--- config.mk ---
export PLATFORM = sky130hd
export DESIGN_NAME = clause_1
export DESIGN_NICKNAME = d
export VERILOG_FILES = /design/src/rtl/clause_1_pkg.sv /design/src/rtl/clause_1_lit.sv /design/src/rtl/clause_1.sv
export SDC_FILE = /design/constraint.sdc
export NUM_CORES = 1
export LEC_CHECK = 0
export ABC_AREA = 1
export CORE_ASPECT_RATIO = 2
export CORE_MARGIN = 2
export CORE_UTILIZATION = 35
export DETAILED_ROUTE_END_ITERATION = 12
export GPL_ROUTABILITY_DRIVEN = 0
export PLACE_DENSITY = 0.66
export SLEW_MARGIN = 20
export SYNTH_ARGS = -nofsm -noshare
export SYNTH_HDL_FRONTEND = slang
export SYNTH_SLANG_ARGS = --single-unit
--- constraint.sdc ---
create_clock -name clk -period 4.24 [get_ports clk]
set_input_delay 0.424 -clock clk [delete_from_list [all_inputs] [get_ports clk]]
set_output_delay 0.424 -clock clk [all_outputs]
set_load 0.02 [all_outputs]
--- src/rtl/clause_1_pkg.sv ---
// Shared encodings for the SAT-bin clause unit: variable values, literal codes, slot width.
// Constants only; no timing or backpressure.
package clause_1_pkg;

  localparam int SLOT_W = 3;

  typedef enum logic [1:0] {
    FREE     = 2'b00,
    VAL1     = 2'b01,
    VAL2     = 2'b10,
    CONFLICT = 2'b11
  } value_e;

  typedef enum logic [1:0] {
    LIT_NONE = 2'b00,
    LIT_POS  = 2'b01,
    LIT_NEG  = 2'b10
  } lit_e;

endpackage

--- src/rtl/clause_1_lit.sv ---
// clause_lit_cell: one stored literal, its true/free/false classification and its slot drive.
// Literal updates on the write edge; classification and drive are zero-latency; no backpressure.
module clause_lit_cell
  import clause_1_pkg::*;
(
  input  logic              clk,
  input  logic              rst,
  input  logic              wr,
  input  logic [SLOT_W-1:0] slot_in,
  input  logic              imp_en,
  input  logic              conf_en,
  output logic              is_true,
  output logic              is_free,
  output logic              is_false,
  output logic [SLOT_W-1:0] drive
);

  logic [1:0] lit;
  logic [1:0] value;
  logic       present;

  // The implied bit of the incoming slot is not part of the stored literal.
  always_ff @(posedge clk or posedge rst) begin
    if (rst) begin
      lit <= LIT_NONE;
    end else if (wr) begin
      lit <= slot_in[2:1];
    end
  end

  assign value    = slot_in[2:1];
  assign present  = (lit != LIT_NONE);
  assign is_true  = present && (value == lit);
  assign is_free  = present && (value == FREE);
  assign is_false = present && !is_true && !is_free;

  always_comb begin
    drive = '0;
    if (imp_en && is_free) begin
      drive = {lit, 1'b1};
    end else if (conf_en && present) begin
      drive = {CONFLICT, slot_in[0]};
    end
  end

endmodule

--- src/rtl/clause_1.sv ---
// clause_1: stores one clause over a bin's variables and evaluates it against the base assignment.
// Zero-latency evaluation (pattern/length registered on wr_i); no backpressure, outputs gated by backtrack.
module clause_1
  import clause_1_pkg::*;
#(
  parameter int NUM_VARS_A_BIN = 8
) (
  input  logic                               clk,
  input  logic                               rst,
  input  logic                               wr_i,
  input  logic [SLOT_W*NUM_VARS_A_BIN-1:0]   var_value_frombase_i,
  output logic [SLOT_W*NUM_VARS_A_BIN-1:0]   var_value_tobase_o,
  input  logic [4:0]                         clause_len_i,
  output logic [4:0]                         clause_len_o,
  input  logic                               apply_backtrack_i
);

  localparam int CNT_W = $clog2(NUM_VARS_A_BIN + 1);

  logic [NUM_VARS_A_BIN-1:0]        lit_true;
  logic [NUM_VARS_A_BIN-1:0]        lit_free;
  logic [NUM_VARS_A_BIN-1:0]        lit_false;
  logic [SLOT_W*NUM_VARS_A_BIN-1:0] drive_all;

  logic             clausesat_0;
  logic [CNT_W-1:0] freelitcnt_0;
  logic             imp_drv_0;
  logic             cclause_drv_0;
  logic             any_lit;
  logic [4:0]       len;

  for (genvar i = 0; i < NUM_VARS_A_BIN; i++) begin : g_cell
    clause_lit_cell u_cell (
      .clk      (clk),
      .rst      (rst),
      .wr       (wr_i),
      .slot_in  (var_value_frombase_i[SLOT_W*i +: SLOT_W]),
      .imp_en   (imp_drv_0),
      .conf_en  (cclause_drv_0),
      .is_true  (lit_true[i]),
      .is_free  (lit_free[i]),
      .is_false (lit_false[i]),
      .drive    (drive_all[SLOT_W*i +: SLOT_W])
    );
  end

  always_comb begin
    freelitcnt_0 = '0;
    for (int i = 0; i < NUM_VARS_A_BIN; i++) begin
      freelitcnt_0 = freelitcnt_0 + CNT_W'(lit_free[i]);
    end
  end

  // Every present literal is exactly one of true/free/false.
  assign any_lit       = |(lit_true | lit_free | lit_false);
  assign clausesat_0   = |lit_true;
  assign imp_drv_0     = !clausesat_0 && (freelitcnt_0 == CNT_W'(1));
  assign cclause_drv_0 = !clausesat_0 && (freelitcnt_0 == '0) && any_lit;

  assign var_value_tobase_o = apply_backtrack_i ? '0 : drive_all;

  always_ff @(posedge clk or posedge rst) begin
    if (rst) begin
      len <= '0;
    end else if (wr_i) begin
      len <= clause_len_i;
    end
  end

  assign clause_len_o = len;

endmodule

Word-level counts from Yosys, hierarchy flattened
Index checks and enable logic that the tools add are counted.

Flip-flop bits (word level): 21. Input port bits: 33. Output and inout bits: 29. Logic and storage cells: 131.

Add/subtract/negate cells: 7. Equality and inequality tests: 9. Muxes and demuxes: 17. Bitwise gates (word level): 2. Reduce and logical (&&, ||, !) cells: 87.

Operators by type and width (count): 1-bit logical AND (51); 3-bit 2-to-1 mux (16); 24-bit 2-to-1 mux (1); 1-bit logical NOT (17); 4-bit by 1-bit adder with 4-bit output (4); 2-bit equality test (8); 2-bit logical NOT (8); 8-bit bitwise OR (2); 2-bit nonzero test (8); 8-bit OR reduction (2); 3-bit by 1-bit adder with 4-bit output (1); 4-bit by 1-bit equality test with 1-bit output (second input constant) (1); 4-bit logical NOT (1); 2-bit by 1-bit adder with 3-bit output (1); 1-bit by 1-bit adder with 2-bit output (1).

Depth between registers and ports, before layout
Word-level depth: 16. Gate-level depth with buffers: 18. Mapped depth without buffers: 18.

Cells and area by module
From an unflattened synthesis, not the netlist that was laid out.

Cells, all modules: 412. Area, all modules: 2366.0 um2.

By module, submodules not included: clause_lit_cell (times used 8, cells an instance 36, area each 206.4 um2); clause_1 (times used 1, cells an instance 124, area each 714.4 um2).

Worst setup path after synthesis
Ideal clock, no wire load.

Path kind: register -> output. Start: register g_cell[0].u_cell.lit[0]. End: output port var_value_tobase_o[15]. Arrival time: 4000 ps. Data required time: 3816 ps. Path slack: -184 ps. Cell stages (with the launch flop): 19. Buffers on the path: 0. Path through: dfrtp_1 > nor2_1 > nor3_1 > fa_1 > inv_1 > fa_1 > inv_1 > fa_1 > ha_1 > inv_1 > fa_1 > xnor2_1 > nor2_1 > nand2_2 > nor2_2 > nand4_1 > nand2_2 > nand2_2 > nor2_1.

Longest elaborated chain between the ends: 16. Elaborated cells between the ends (all ways): 30. Classes of those cells: 7 x add/sub; 2 x eq/ne; 3 x mux; 2 x bitwise; 16 x reduce/logical.

RTL lines: start: declaration (RTL line clause_1_lit.sv:18) `logic [1:0] lit;`; start signal: assignment (RTL line clause_1_lit.sv:27) `lit <= slot_in[2:1];`; 2-bit nonzero test (RTL line clause_1_lit.sv:32) `assign present = (lit != LIT_NONE);`; 1-bit logical AND (RTL line clause_1_lit.sv:34) `assign is_free = present && (value == FREE);`; 1-bit by 1-bit adder with 2-bit output (RTL line clause_1.sv:50) `freelitcnt_0 = freelitcnt_0 + CNT_W'(lit_free[i]);`; 2-bit by 1-bit adder with 3-bit output (RTL line clause_1.sv:50); 3-bit by 1-bit adder with 4-bit output (RTL line clause_1.sv:50); 4-bit by 1-bit adder with 4-bit output (4 in a row) (RTL line clause_1.sv:50); 4-bit logical NOT (RTL line clause_1.sv:58) `assign cclause_drv_0 = !clausesat_0 && (freelitcnt_0 == '0) && any_lit;`; 1-bit logical AND (2 in a row) (RTL line clause_1.sv:58); 1-bit logical AND (RTL line clause_1_lit.sv:41) `end else if (conf_en && present) begin`; 3-bit 2-to-1 mux (RTL line clause_1_lit.sv:41); 3-bit 2-to-1 mux * (RTL line clause_1_lit.sv:39) `if (imp_en && is_free) begin`; 24-bit 2-to-1 mux * (RTL line clause_1.sv:60) `assign var_value_tobase_o = apply_backtrack_i ? '0 : drive_all;`; end: declaration (RTL line clause_1.sv:12) `output logic [SLOT_W*NUM_VARS_A_BIN-1:0] var_value_tobase_o,`.

Every way passes the cells marked *; elsewhere a longest branch is shown, timed or not.

Final worst setup path
Start: register g_cell[0].u_cell.lit[1]. End: output port var_value_tobase_o[19].

Same word-level chain as after synthesis.

==> results.json <==
{
  "routed-wl-met2_microns": 3290,
  "fin_worst_skew_ps": 0,
  "wl_per_cell_microns": 12.9,
  "pre_cts_slack_ps": -1210,
  "fin_setup_tns_ps": -11100,
  "drive_gt1_share_pct": 46.6,
  "drt_drc_violations_left": 0,
  "tightest_slew_ps": 884,
  "final_cell_mix": "nand2_1, buf_4, nor2_4, clkdlybuf4s50_1, buf_6",
  "detail_route.first_pass.iterations": 4,
  "final_common_cell": "nand2_1",
  "start_util_pct": 36.4,
  "fillers": 433,
  "power.share.combinational_pct": 59.3,
  "cp-start-kind": "flop",
  "portBuffers": 61,
  "timing.fmax_ghz": 0.211,
  "swShare_pct": 41.7,
  "max_cap_viol_count": 0,
  "drt-met1-wl_microns": 1930,
  "avgSynthCellArea_sq_um": 7.21,
  "top_layer": "met4",
  "violations": "negative setup slack",
  "synth_seq_area_share_pct": 28.1,
  "crit_type": "flop to primary output",
  "path_max_fanout": 7,
  "cts.clk_slew.worst_paths_ps": 80,
  "timing.final.hold_violations": 0,
  "postLayoutSetupSlackWorst_ps": -498,
  "dieWidth_microns": 55.7,
  "critPathCaptureType": "primary output",
  "vias": 2040,
  "p_sw_uw": 386,
  "antenna_left": 0,
  "synth.distinct_cells": 24,
  "synthAdderAreaFrac_pct": 6.30,
  "yosys_warnings": 0,
  "routed-wl-met3_microns": 107,
  "pwr-share-seq_pct": 25.6,
  "clock_latency_ps": 270,
  "ir_worst_vdd_mv": 0.244,
  "worstReg2RegStart": "g_cell[0].u_cell.lit[1]$_DFFE_PP0P_",
  "drtIter0Drc": 23,
  "fin_cells": 427,
  "synth-xor-area-share_pct": 4.22,
  "p_per_area_nw_per_um2": 277,
  "critPathArrivalTime_ps": 4310,
  "rsz0062_at_grt": "true",
  "synth-compound-area-share_pct": 2.41,
  "fin_crit_ps": 4740,
  "hold_buffers": 0,
  "route.final.wire_length_microns": 5500,
  "dp_cells": 412,
  "final-setup-viol-count": 24,
  "num_antenna_cells": 0,
  "status": "finished with violations",
  "finalMaxSlewViolations": 0,
  "cts_buffers": 3,
  "reg2reg_depth": 3,
  "syn2layout_area_growth_pct": 79.0,
  "crit_end": "var_value_tobase_o[19]",
  "ys_seq_elements": 21,
  "coreArea_sq_um": 5140,
  "die_area_sq_um": 5970,
  "synth_top_family_by_area": "simple AND/OR/NAND/NOR gates",
  "synth_fp_nets": 299,
  "total_leakage_power_nw": 1.58,
  "cts-root-buf": "clkbuf_8",
  "rows": 37,
  "num_io_pins": 62,
  "maxSlewHeadroom_pct": 41.0,
  "synthTopCellsByArea": "dfrtp_1, nor2_1, nand2_1",
  "gr-total-overflow": 0,
  "synth-simple-area-share_pct": 43.1,
  "grt_max_degree": 27,
  "viasPerCell": 4.78,
  "synthMuxAreaShare_pct": 7.23,
  "die_h_microns": 107,
  "antenna_found_initial": 0,
  "grt_pass1_vias": 2149,
  "min_from": "clause_len_o[4]$_DFFE_PP0P_",
  "internal_power_uw": 539,
  "h-tree-depth": 1,
  "required_ps": 3820,
  "worst-r2r-setup-slack_ps": 3200,
  "clock-sinks": 21,
  "critPathLaunch": "g_cell[0].u_cell.lit[1]$_DFFE_PP0P_",
  "clk_path_buf_depth": 2,
  "grt_pass1_wl_microns": 9310,
  "fin_crit_sh_pct": 112,
  "hp-class": "flop to flop",
  "syn_area_sq_um": 1870,
  "grtUsageTotal_pct": 19.7,
  "clock_power_share_pct": 15.1,
  "yosys.area.top_type": "dfrtp_1",
  "cts_tree": "built",
  "dp_hpwl_microns": 4220,
  "yosys.area.top_type_share_pct": 28.1,
  "power.total_uw": 925,
  "netlist_instances": 259,
  "final_net_count": 410,
  "rr_endpoint": "g_cell[0].u_cell.lit[1]$_DFFE_PP0P_",
  "min_path_cells": 1
}
## cells in the mapped netlist, drive strengths merged
library cell,n
ha,3
o21ai,9
nor3,8
nand3,1
inv,29
dfrtp,21
fa,4
buf,2
clkinv,1
nand4,16
xnor2,9
nor2b,6
nor2,65
nand2,70
clkbuf,3
mux2,12
## flip-flops by register name (all words and copies together) (netlist names)
name	flops
clause_len_o	5
g_cell.u_cell.lit	16
## power by group through the flow
stage	combinational, mW	sequential, mW	clock (mW)
3_5_place_dp	0.476	0.238	0
6_report	0.549	0.236	0.140
5_1_grt	0.594	0.239	0.150
4_1_cts	0.546	0.237	0.141
3_3_place_gp	0.466	0.237	0
2_1_floorplan	0.298	0.247	0
## layout make-up
cell class / count / area (sq um) / share of cell area (%)
clock buffer: 3 / 41.3 / 1.24
inverter: 30 / 118 / 3.52
tap: 58 / 72.6 / 2.17
sequential: 21 / 526 / 15.7
multi-input combinational: 203 / 1560 / 46.5
clock inverter: 1 / 5.00 / 0.150
timing repair buffer: 111 / 1030 / 30.7
## metrics by stage
step	hold slack [ps]	util [%]	area [sq um]
after floorplan	401	-	2090
final	515	65.1	3340
after CTS	519	64.4	3310
after global routing	532	65.1	3340
after global placement	491	58.8	3020
after detailed placement	499	58.8	3020
## layer usage
| metal | vias up | global-route usage, % |
|---|---|---|
| li1 | 1035 | - |
| met1 | 953 | 19.6 |
| met2 | 40 | 39.7 |
| met3 | 12 | 1.32 |
| met4 | 0 | 9.06 |
| met5 | - | 0 |
## worst min path at each step
stage                                        to  slack [ps]
finish              clause_len_o[4]$_DFFE_PP0P_         510
global route        clause_len_o[3]$_DFFE_PP0P_         530
CTS                 clause_len_o[3]$_DFFE_PP0P_         520
detailed placement  clause_len_o[3]$_DFFE_PP0P_         500
global placement    clause_len_o[1]$_DFFE_PP0P_         490
floorplan           clause_len_o[0]$_DFFE_PP0P_         400
## worst max-delay path, stage by stage (launching register included)
cell	delay [ps]
dfrtp_1	400
nor2_2	140
nor3_2	70
fa_1	540
inv_1	50
fa_1	470
inv_1	50
fa_1	500
ha_2	200
inv_2	40
fa_2	330
xnor2_1	130
nor2_1	130
nand2_2	130
nor2_4	230
buf_4	150
nand4_1	80
nand2_2	100
nand2_4	70
nor2_2	100
buf_6	120
## repair_timing
item | in CTS | in global routing
buffers inserted | 8 | 3
gates resized for setup | 193 | 5
pin swaps | 37 | 17
setup endpoints to repair | 24 | 24
endpoints found under the hold margin | 0 | 0
## kinds of logic after synthesis
kind of cell / Yosys count
simple gates: 166
buf+inv: 35
flops: 21
mux: 12
compound gates: 9
xor+xnor: 9
fa+ha+maj: 7
Power figures use the tool's default switching activity.
